===== src/rtl/alu_mul_seq_if.sv =====
// Execute-side and ALU-side signal bundle for the shift-and-add multiply sequencer.
// master: execute stage plus shared ALU; slave: the sequencer itself.
interface alu_mul_seq_if #(
    parameter int unsigned DATA_WIDTH = 32,
    parameter int unsigned OP_WIDTH   = 26
);
    logic                  start;
    logic [DATA_WIDTH-1:0] op_a;
    logic [DATA_WIDTH-1:0] op_b;
    logic                  busy;
    logic                  done;
    logic [DATA_WIDTH-1:0] result;
    logic [DATA_WIDTH-1:0] alu_srca;
    logic [DATA_WIDTH-1:0] alu_srcb;
    logic [OP_WIDTH-1:0]   alu_op;
    logic [DATA_WIDTH-1:0] alu_result;

    modport master (
        output start, op_a, op_b, alu_result,
        input  busy, done, result, alu_srca, alu_srcb, alu_op
    );

    modport slave (
        input  start, op_a, op_b, alu_result,
        output busy, done, result, alu_srca, alu_srcb, alu_op
    );
endinterface


===== src/rtl/alu_mul_seq.sv =====
// Multi-cycle unsigned shift-and-add multiplier that borrows the shared ALU adder.
// Produces the low DATA_WIDTH bits of op_a*op_b (also the correct low word for signed MUL).
// Optional macro ALU_MUL_EARLY_TERM_EN: leave RUN as soon as the remaining multiplier bits are zero.
module alu_mul_seq #(
    parameter int unsigned          DATA_WIDTH = 32,
    parameter int unsigned          OP_WIDTH   = 26,
    parameter logic [OP_WIDTH-1:0]  OP_ADD     = OP_WIDTH'(26'b10)
) (
    input  logic          clk,
    input  logic          reset,
    alu_mul_seq_if.slave  bus
);
    localparam int unsigned CNT_W = (DATA_WIDTH > 1) ? $clog2(DATA_WIDTH) : 1;

    typedef enum logic [1:0] {
        S_IDLE = 2'd0,
        S_RUN  = 2'd1,
        S_DONE = 2'd2
    } state_t;

    state_t                r_state;
    state_t                w_state_next;
    logic [DATA_WIDTH-1:0] r_acc;
    logic [DATA_WIDTH-1:0] r_mcand;
    logic [DATA_WIDTH-1:0] r_mplier;
    logic [CNT_W-1:0]      r_count;
    logic [DATA_WIDTH-1:0] r_result;
    logic                  r_busy;
    logic                  r_done;
    logic                  w_last;
    logic [DATA_WIDTH-1:0] w_acc_next;
    logic [DATA_WIDTH-1:0] w_alu_srca;
    logic [DATA_WIDTH-1:0] w_alu_srcb;
    logic [OP_WIDTH-1:0]   w_alu_op;

    // Accumulator takes the ALU sum only when the current multiplier bit is set
    assign w_acc_next = r_mplier[0] ? bus.alu_result : r_acc;

    // State register
    always_ff @(posedge clk) begin
        if (reset) begin
            r_state <= S_IDLE;
        end else begin
            r_state <= w_state_next;
        end
    end

    // Next-state and ALU drive, decoded from registered state only
    always_comb begin
        w_state_next = r_state;
        w_alu_srca   = '0;
        w_alu_srcb   = '0;
        w_alu_op     = '0;
        w_last       = (r_count == CNT_W'(DATA_WIDTH - 1));
`ifdef ALU_MUL_EARLY_TERM_EN
        w_last       = w_last | (r_mplier[DATA_WIDTH-1:1] == '0);
`endif
        case (r_state)
            S_IDLE: begin
                if (bus.start) begin
                    w_state_next = S_RUN;
                end
            end
            S_RUN: begin
                w_alu_srca = r_acc;
                w_alu_srcb = r_mcand;
                w_alu_op   = r_mplier[0] ? OP_ADD : '0;
                if (w_last) begin
                    w_state_next = S_DONE;
                end
            end
            S_DONE: begin
                w_state_next = S_IDLE;
            end
            default: begin
                w_state_next = S_IDLE;
            end
        endcase
    end

    // Datapath: operand capture, one shift-add iteration per RUN cycle, result capture
    always_ff @(posedge clk) begin
        if (reset) begin
            r_acc    <= '0;
            r_mcand  <= '0;
            r_mplier <= '0;
            r_count  <= '0;
            r_result <= '0;
            r_busy   <= 1'b0;
            r_done   <= 1'b0;
        end else begin
            case (r_state)
                S_IDLE: begin
                    if (bus.start) begin
                        r_acc    <= '0;
                        r_mcand  <= bus.op_a;
                        r_mplier <= bus.op_b;
                        r_count  <= '0;
                    end
                end
                S_RUN: begin
                    r_acc    <= w_acc_next;
                    r_mcand  <= r_mcand << 1;
                    r_mplier <= r_mplier >> 1;
                    r_count  <= r_count + CNT_W'(1);
                    if (w_last) begin
                        r_result <= w_acc_next;
                    end
                end
                default: begin
                end
            endcase
            r_busy <= (w_state_next == S_RUN);
            r_done <= (w_state_next == S_DONE);
        end
    end

    assign bus.busy     = r_busy;
    assign bus.done     = r_done;
    assign bus.result   = r_result;
    assign bus.alu_srca = w_alu_srca;
    assign bus.alu_srcb = w_alu_srcb;
    assign bus.alu_op   = w_alu_op;
endmodule


===== src/flat_wrapper.sv =====
// flat-port wrapper written by rule: the top's interface ports become plain ports
module alu_mul_seq_flat 
#(
    parameter int unsigned          DATA_WIDTH = 32,
    parameter int unsigned          OP_WIDTH   = 26,
    parameter logic [OP_WIDTH-1:0]  OP_ADD     = OP_WIDTH'(26'b10)
)
  (clk, reset, bus_start, bus_op_a, bus_op_b, bus_alu_result, bus_busy, bus_done, bus_result, bus_alu_srca, bus_alu_srcb, bus_alu_op);
  alu_mul_seq_if #(.DATA_WIDTH(DATA_WIDTH), .OP_WIDTH(OP_WIDTH)) bus_i ();
  input  logic clk;
  input  logic reset;
  input wire logic [$bits(bus_i.start)-1:0] bus_start;
  input wire logic [$bits(bus_i.op_a)-1:0] bus_op_a;
  input wire logic [$bits(bus_i.op_b)-1:0] bus_op_b;
  input wire logic [$bits(bus_i.alu_result)-1:0] bus_alu_result;
  output wire logic [$bits(bus_i.busy)-1:0] bus_busy;
  output wire logic [$bits(bus_i.done)-1:0] bus_done;
  output wire logic [$bits(bus_i.result)-1:0] bus_result;
  output wire logic [$bits(bus_i.alu_srca)-1:0] bus_alu_srca;
  output wire logic [$bits(bus_i.alu_srcb)-1:0] bus_alu_srcb;
  output wire logic [$bits(bus_i.alu_op)-1:0] bus_alu_op;
  assign bus_i.start = bus_start;
  assign bus_i.op_a = bus_op_a;
  assign bus_i.op_b = bus_op_b;
  assign bus_i.alu_result = bus_alu_result;
  assign bus_busy = bus_i.busy;
  assign bus_done = bus_i.done;
  assign bus_result = bus_i.result;
  assign bus_alu_srca = bus_i.alu_srca;
  assign bus_alu_srcb = bus_i.alu_srcb;
  assign bus_alu_op = bus_i.alu_op;
  alu_mul_seq #(.DATA_WIDTH(DATA_WIDTH), .OP_WIDTH(OP_WIDTH), .OP_ADD(OP_ADD)) u_core (.clk(clk), .reset(reset), .bus(bus_i));
endmodule

===== config.mk =====
export PLATFORM = sky130hd
export DESIGN_NAME = alu_mul_seq_flat
export DESIGN_NICKNAME = d
export VERILOG_FILES = /design/src/rtl/alu_mul_seq_if.sv /design/src/rtl/alu_mul_seq.sv /design/src/flat_wrapper.sv
export SDC_FILE = /design/constraint.sdc
export NUM_CORES = 1
export LEC_CHECK = 0
export ABC_AREA = 1
export BUFFER_PORTS_ARGS = -buffer_cell sky130_fd_sc_hd__buf_2
export CAP_MARGIN = 5
export CORE_UTILIZATION = 51
export DETAILED_ROUTE_END_ITERATION = 6
export PLACE_DENSITY_LB_ADDON = 0.12
export SYNTH_ARGS = -nofsm -noshare
export SYNTH_HDL_FRONTEND = slang
export SYNTH_SLANG_ARGS = --single-unit

===== constraint.sdc =====
create_clock -name clk -period 1.9 [get_ports clk]
set_input_delay 0 -clock clk [delete_from_list [all_inputs] [get_ports clk]]
set_output_delay 0 -clock clk [all_outputs]
set_load 0.02 [all_outputs]

* Word-level counts from Yosys, hierarchy flattened *
Cells that the tools add are included.

storage, ports and cells
  input port bits = 99
  output and inout bits = 124
  word-level logic and storage cells = 34
  flip-flop bits (word level) = 137

operators by class
  mux-type cells = 16
  equal/unequal tests = 5
  add/subtract/negate cells = 1
  reductions and logical operators = 4

operators by type and width
  kind                                                                    count
  32-bit 2-to-1 mux                                                       6
  32-bit case mux with 2 select lines                                     3
  26-bit 2-to-1 mux                                                       1
  5-bit case mux with 2 select lines                                      1
  2-bit 2-to-1 mux                                                        3
  5-bit by 1-bit adder with 5-bit output (second input constant)          1
  5-bit equality test (second input constant)                             1
  5-bit 2-to-1 mux                                                        1
  2-bit by 1-bit equality test with 1-bit output (second input constant)  2
  2-bit case mux with 2 select lines                                      1
  2-bit AND reduction                                                     2
  2-bit equality test (second input constant)                             1
  2-bit zero test                                                         1
  2-bit inequality test (second input constant)                           1
  2-bit nonzero test                                                      1

* Longest topological paths before layout *
Gate-level depths: netlist (run 1).

  word-level depth = 4
  depth in mapped cells = 9
  depth with buffers taken out = 8

* Worst setup path before layout (run 1) *
Ideal clock, no wire load.

  path kind = register to register
  start = register u_core.r_count[0]
  end = register u_core.r_result[0], in the netlist u_core.bus.result[0]
  data arrival time = 1.383 ns
  buffers on the path = 1
  stages on the path, launching flop included = 9
  setup slack = 0.457 ns
  required time = 1.840 ns
  period minus slack after synthesis = 1.443 ns
  setup time = 0.060 ns
  cell sequence = dfxtp_1 > ha_1 > inv_1 > nor3_1 > ha_1 > nand2_1 > clkbuf_1 > nand3_1 > nand2_1

on the way
  word-level cells in the longest chain between the ends = 2

ends and longest elaborated chain
  item                           line                source
  start, declared                alu_mul_seq.sv:26   logic [CNT_W-1:0] r_count;
  start signal, assigned         alu_mul_seq.sv:105  r_count <= r_count + CNT_W'(1);
  5-bit equality test            alu_mul_seq.sv:54   w_last = (r_count == CNT_W'(DATA_WIDTH - 1));
  2-bit AND reduction (no line)  n/a
  end signal, assigned           alu_mul_seq.sv:107  r_result <= w_acc_next;
  end, declared                  alu_mul_seq.sv:27   logic [DATA_WIDTH-1:0] r_result;

Every way passes these cells.
A chain may end at the register's enable or synchronous reset.

* Worst setup path after layout (run 1) *
  start = register u_core.r_state[1]
  end = output bus_alu_srca[10]

on the way
  word-level cells in the longest chain between the ends = 2

ends and longest elaborated chain
  item                                            line                source
  start, declared                                 alu_mul_seq.sv:21   state_t r_state;
  start signal, assigned                          alu_mul_seq.sv:44   r_state <= w_state_next;
  2-bit by 1-bit equality test with 1-bit output  alu_mul_seq.sv:58   case (r_state)
  32-bit 2-to-1 mux                               alu_mul_seq.sv:58
  end, declared                                   flat_wrapper.sv:19  output wire logic [$bits(bus_i.alu_srca)-1:0] bus_alu_srca;

Every way passes these cells.

==> results.yml, run 1 <==
timing:
  skew_ns: 0.00467
  tightest_slew_ns: 0.559
  hold_viol_final: 0
  finalSetupTns_ns: 0
  setup_slack_ns: 0.161
  min_period_over_period_pct: 91.5
  min_period_ns: 1.74
  max-slew-margin-rel_pct: 62.7
  rsz0062_at_grt: "false"
  setup-violations-final: 0
  drv_slew: 0
  fmax_ghz: 0.575
  hold-worst-slack_ns: 0.111
power_and_ir_drop:
  powerDensity_nw_per_um2: 818
  power.static_leakage_nw: 4.46
  max-vdd-ir-drop_mv: 0.540
  total_power_mw: 7.52
setup_path:
  crit_fanout: 33
  critPathKind: "flop to output pin"
  worstReg2RegStart: "u_core.r_count[0]$_SDFFE_PP0P_"
  critPathMaxStageDelay_ns: 0.43
  r2r_cells: 9
  cp.required_ns: 1.90
  slowest_stage: "dfxtp_1"
  endpoint_kind: "output pin"
  path_cells: "inv_2 > nand2_8 > buf_6 > nor2_1 > buf_2"
  r2r-end: "u_core.bus.result[20]$_SDFFE_PP0P_"
  worstPathArrival_ns: 1.74
  r2r_slack_ns: 0.26
  crit_path_start_kind: "flop"
cts:
  cts_buffer_depth: 2
  htreeDepth: 4
  clk_pin_slew_ns: 0.06
  insertion_delay_ns: 0.42
  ctsRootBufferMaster: "clkbuf_16"
  cts_sinks: 137
  cts_tree: "built"
  cts_buffers: 17
floorplan:
  io_pins: 223
  dieWidth_um: 115
  die_h_um: 115
  start_util_pct: 52.1
  core_um2: 12600
  dieArea_um2: 13300
  rows: 41
run_status:
  status: "finished clean"
global_route:
  grt_pass1_vias: 6674
  grt_pass1_wl_um: 30200
  overflow: 0
  grt_antenna_before_repair: 0
  grt_max_degree: 90
  track_usage_pct: 28.8
min_path:
  min-delay-path-class: "input port to flop"
  min_to: "u_core.r_mplier[1]$_SDFFE_PP0P_"
  min_delay_path_depth: 4
  min_from: "reset"
yosys:
  yosysWarnings: 0
  syn_inst: 1020
  ys_seq_elements: 137
  synth_area_per_cell_um2: 6.43
  ys_seq_area_share_pct: 41.8
  ys_types: 21
  syn_area_um2: 6550
final_layout:
  num-fill-cells: 1049
  area_growth_pct: 40.1
  final_nets: 1381
  layout-drive-gt1-share_pct: 19.9
  antenna_cells: 0
routing:
  drt_pass1_iterations: 6
  wl_um: 19000
  drc: 0
  ant_nets: 0
  vias: 7208
  drt_iter0_drc: 571
  wl_per_cell_um: 13.0
  viasPerCell: 4.92
placement:
  port_buffers: 197
  place_hpwl_um: 11200
  dp_slack_ns: 0.273
  place_congestion: 0.792
run:
  maxCapViolCount: 0
## sequential cells by signal, indices dropped and copies added, names as in the netlist
signal	flops
u_core.bus.done	1
u_core.r_state	2
u_core.bus.busy	1
u_core.bus.result	32
u_core.r_mcand	32
u_core.r_acc	32
u_core.r_count	5
u_core.r_mplier	32
## synth_stat cells
| library cell | instances | area, um2 |
|---|---|---|
| buf_2 | 35 | 175 |
| nand2_1 | 270 | 1010 |
| nor3_1 | 1 | 5.00 |
| ha_1 | 2 | 25.0 |
| inv_1 | 101 | 379 |
| inv_2 | 3 | 11.3 |
| conb_1 | 1 | 3.75 |
| clkbuf_2 | 1 | 5.00 |
| a211oi_1 | 2 | 15.0 |
| nand2_2 | 2 | 12.5 |
| buf_1 | 3 | 11.3 |
| a21oi_1 | 38 | 190 |
| o21ai_1 | 21 | 105 |
| dfxtp_1 | 137 | 2740 |
| nand3_1 | 104 | 521 |
| nor2_1 | 164 | 616 |
| o21ai_0 | 76 | 380 |
| buf_4 | 29 | 218 |
| nor2_4 | 1 | 11.3 |
| clkbuf_1 | 28 | 105 |
| o21ai_2 | 1 | 8.76 |
## placed cells by master, fill, tap and decap left out, drive strengths merged
master	netlist	final
nand2	272	272
buf	67	217
nor2	165	165
dfxtp	137	137
nand3	104	104
inv	104	104
o21ai	98	98
dlygate4sd3	0	96
a21oi	38	38
conb	1	25
clkbuf	29	25
clkinv	0	3
bufinv	0	3
a211oi	2	2
ha	2	2
nor3	1	1
clkinvlp	0	1
## logic make-up (layout without fill, tap and decap cells)
family / count (synthesis) / in the layout / synth area share [%]
AOI/OAI and AO/OA: 138 / 138 / 10.7
adders and majority gates: 2 / 2 / 0.382
buffers and inverters: 200 / 449 / 13.8
DFF: 137 / 137 / 41.8
other: 1 / 25 / 0.0572
and+or+nand+nor: 542 / 542 / 33.2
## metal layers
metal | track usage, % | part of all wire [%] | routed length (um) | up-vias
met1 | 34.1 | 43 | 8110 | 3261
met3 | 6.75 | 5.8 | 1110 | 46
li1 | - | - | - | 3631
met2 | 49.7 | 49 | 9250 | 270
met4 | 12.8 | 2.9 | 556 | 0
met5 | 0 | 0 | 0 | -
## area by class of cell
| type | instances | area, um2 | area share, % |
|---|---|---|---|
| Clock buffer | 25 | 505 | 5.50 |
| Sequential cell | 137 | 2750 | 29.9 |
| Timing Repair Buffer | 313 | 2200 | 23.9 |
| Clock inverter | 7 | 113 | 1.23 |
| Inverter | 104 | 390 | 4.25 |
| Tap cell | 172 | 215 | 2.34 |
| Multi-Input combinational cell | 707 | 3020 | 32.9 |
## worst max path at each step
stage                                   startpoint                                 end  cells after the start  slack (ns)
floorplan           u_core.r_count[0]$_SDFFE_PP0P_   u_core.bus.result[0]$_SDFFE_PP0P_                      8        0.46
global placement      u_core.r_state[0]$_SDFF_PP0_    u_core.r_mplier[28]$_SDFFE_PP0P_                      6        0.31
detailed placement  u_core.r_count[0]$_SDFFE_PP0P_   u_core.bus.result[2]$_SDFFE_PP0P_                      9        0.27
CTS                   u_core.r_state[1]$_SDFF_PP0_                    bus_alu_srcb[30]                      5        0.09
global route        u_core.r_count[0]$_SDFFE_PP0P_  u_core.bus.result[13]$_SDFFE_PP0P_                      9        0.03
finish                u_core.r_state[1]$_SDFF_PP0_                    bus_alu_srca[10]                      5        0.16
## what timing repair did
item,CTS,global route
hold buffers,96,0
buffers inserted,0,0
setup endpoints to repair,4,10
gates resized for setup,2,2
endpoints found under the hold margin,113,0
pin swaps,0,0
## where the power goes
group	leakage [nW]	total [mW]	internal (mW)	switching, mW
clock network	0.303	3.40	2.23	1.17
registers	1.12	3.06	2.99	0.0668
logic	3.04	1.06	0.438	0.617
## through the flow
stage | util (%) | cell area, um2 | std cells
CTS | 73.0 | 9170 | 1465
finish | 73.1 | 9190 | 1465
global placement | 60.3 | 7580 | 1337
floorplan | - | 6640 | 1044
global route | 73.1 | 9190 | 1465
detailed placement | 60.3 | 7580 | 1337
## critical path, delay by kind of cell (launching register included)
| kind | cells | cell delay, ns |
|---|---|---|
| simple gates | 2 | 0.28 |
| flops | 1 | 0.43 |
| buf+inv | 3 | 0.59 |
Note: power is estimated with default switching activity, not from simulation.
==> inputs of run 2 (changes only) <==
==> constraint.sdc (replaced) <==
create_clock -name clk -period 1.9 [get_ports clk]
set_input_delay 0.38 -clock clk [delete_from_list [all_inputs] [get_ports clk]]
set_output_delay 0.38 -clock clk [all_outputs]
set_load 0.02 [all_outputs]
==> results.yml, run 2 (synthesis gave the netlist of run 1 again) <==
run_status:
  status: "finished clean"
final_layout:
  layout_commonest_cell: "nand2_1"
  layout_common_cells: "nand2_1 (270), buf_2 (188), nor2_1 (161)"
  antenna_cells: 0
  layout-drive-gt1-share_pct: 21.9
  final_nets: 1292
  area_growth_pct: 26.0
cts:
  ctsRootBufferMaster: "clkbuf_16"
  htreeDepth: 4
  clk_pin_slew_ns: 0.05
  cts-hold-fix-buffers: 0
  cts_buffers: 17
  cts_sinks: 137
  cts_tree: "built"
  insertion_delay_ns: 0.42
  cts_buffer_depth: 2
floorplan:
  rows: 41
  dieArea_um2: 13300
  start_util_pct: 52.1
  dieWidth_um: 115
  die_h_um: 115
  io_pins: 223
  core_um2: 12600
timing:
  tightest_slew_ns: 0.555
  fmax_ghz: 0.547
  min_period_over_period_pct: 96.1
  max-slew-margin-rel_pct: 63.0
  setup-violations-final: 0
  hold_viol_final: 0
  hold-worst-slack_ns: 0.239
  min_period_ns: 1.83
  rsz0062_at_grt: "false"
  drv_slew: 0
  finalSetupTns_ns: 0
  skew_ns: 0.00578
power_and_ir_drop:
  pwr-share-seq_pct: 44.0
  powerDensity_nw_per_um2: 840
  p_sw_share_pct: 25.3
  max-vdd-ir-drop_mv: 0.659
  total_power_mw: 6.94
  combPwrFrac_pct: 13.2
  power.static_leakage_nw: 4.07
  p_int_mw: 5.18
  p_clk_share_pct: 42.8
  power.switching_mw: 1.76
routing:
  vias: 6630
  drt_pass1_iterations: 4
  drt_iter0_drc: 455
  ant_nets: 0
  drc: 0
  top_layer: "met4"
  dr_wl_met3_um: 939
  wl_met2_um: 7890
  wl_per_cell_um: 12.2
  wl_um: 16800
  wl_met1_um: 7810
  viasPerCell: 4.83
setup_path:
  endpoint_kind: "output pin"
  worstPathArrival_ns: 1.45
  crit_path_start_kind: "flop"
  critPathMaxStageDelay_ns: 0.35
  cp.required_ns: 1.52
  crit_fanout: 16
  critPathKind: "flop to output pin"
  slowest_stage: "dfxtp_2"
  path_cells: "inv_4 > nand2_8 > clkbuf_16 > nor2_1 > buf_2"
placement:
  port_buffers: 197
  place_congestion: 0.783
  place_hpwl_um: 10900
global_route:
  grt_pass1_wl_um: 26400
  grt_antenna_before_repair: 0
  grt_max_degree: 71
  track_usage_pct: 25.1
  overflow: 0
  grt_pass1_vias: 5697
run:
  maxCapViolCount: 0
min_path:
  min-delay-path-class: "input port to flop"
## run 2: cell types whose count changed in the layout (fill, tap and decap cells not counted), sizes merged
| cell | previous run | this run |
|---|---|---|
| dlygate4sd3 | 96 | 0 |
| buf | 217 | 222 |
| clkbuf | 25 | 30 |
| bufinv | 3 | 0 |
| clkinv | 3 | 2 |
| clkinvlp | 1 | 0 |
## run 2: worst paths after layout
check	cells past startpoint	slack [ns]	to	startpoint
hold / removal	3	0.24	u_core.r_mplier[31]$_SDFFE_PP0P_	bus_op_b[31]
setup reg to reg	8	0.16	u_core.r_mcand[30]$_SDFFE_PP0P_	u_core.r_state[1]$_SDFF_PP0_
setup / recovery	5	0.07	bus_alu_srca[22]	u_core.r_state[1]$_SDFF_PP0_
hold reg to reg	2	0.46	u_core.r_acc[19]$_SDFFE_PP0P_	u_core.r_acc[19]$_SDFFE_PP0P_
## run 2: layer usage
layer / vias up / global-route usage [%]
met5: - / 0
li1: 3463 / -
met2: 192 / 41.0
met1: 2960 / 32.4
met3: 15 / 6.38
met4: 0 / 8.14
## run 2: cell type report
class | count | area, um2
clock buffer | 28 | 527
clock inverter | 2 | 10.0
fill | 1232 | 4310
inverter | 104 | 393
multi-input combinational | 707 | 3030
sequential | 137 | 2750
tap | 172 | 215
timing repair buffer | 224 | 1340
## run 2: what timing repair did
item	CTS	global route
resized for setup	9	11
cloned	0	1
setup buffers	1	2
pin swaps	0	1
setup endpoints to repair	60	41
## run 2: metrics by stage
| step | instance area [um2] | setup WS, ns | utilization [%] | cells |
|---|---|---|---|---|
| after global routing | 8260 | 0.00755 | 65.7 | 1374 |
| after detailed placement | 7610 | 0.294 | 60.5 | 1340 |
| after global placement | 7610 | 0.327 | 60.5 | 1340 |
| after CTS | 8190 | 0.00238 | 65.1 | 1371 |
| final | 8260 | 0.0734 | 65.7 | 1374 |
| after floorplan | 6640 | 0.224 | - | 1044 |
## run 2: power by group through the flow
stage               registers, mW  logic (mW)  clock network, mW
floorplan                    3.10       0.643                  0
global placement             3.11       0.884                  0
detailed placement           3.11       0.887                  0
CTS                          3.05       0.900               3.04
global route                 3.06        1.03               3.18
finish                       3.05       0.917               2.97
## run 2: critical path, delay by kind of cell (launching register included)
kind / cells / cell delay [ns]
buffers and inverters: 3 / 0.46
DFF: 1 / 0.35
and+or+nand+nor: 2 / 0.21
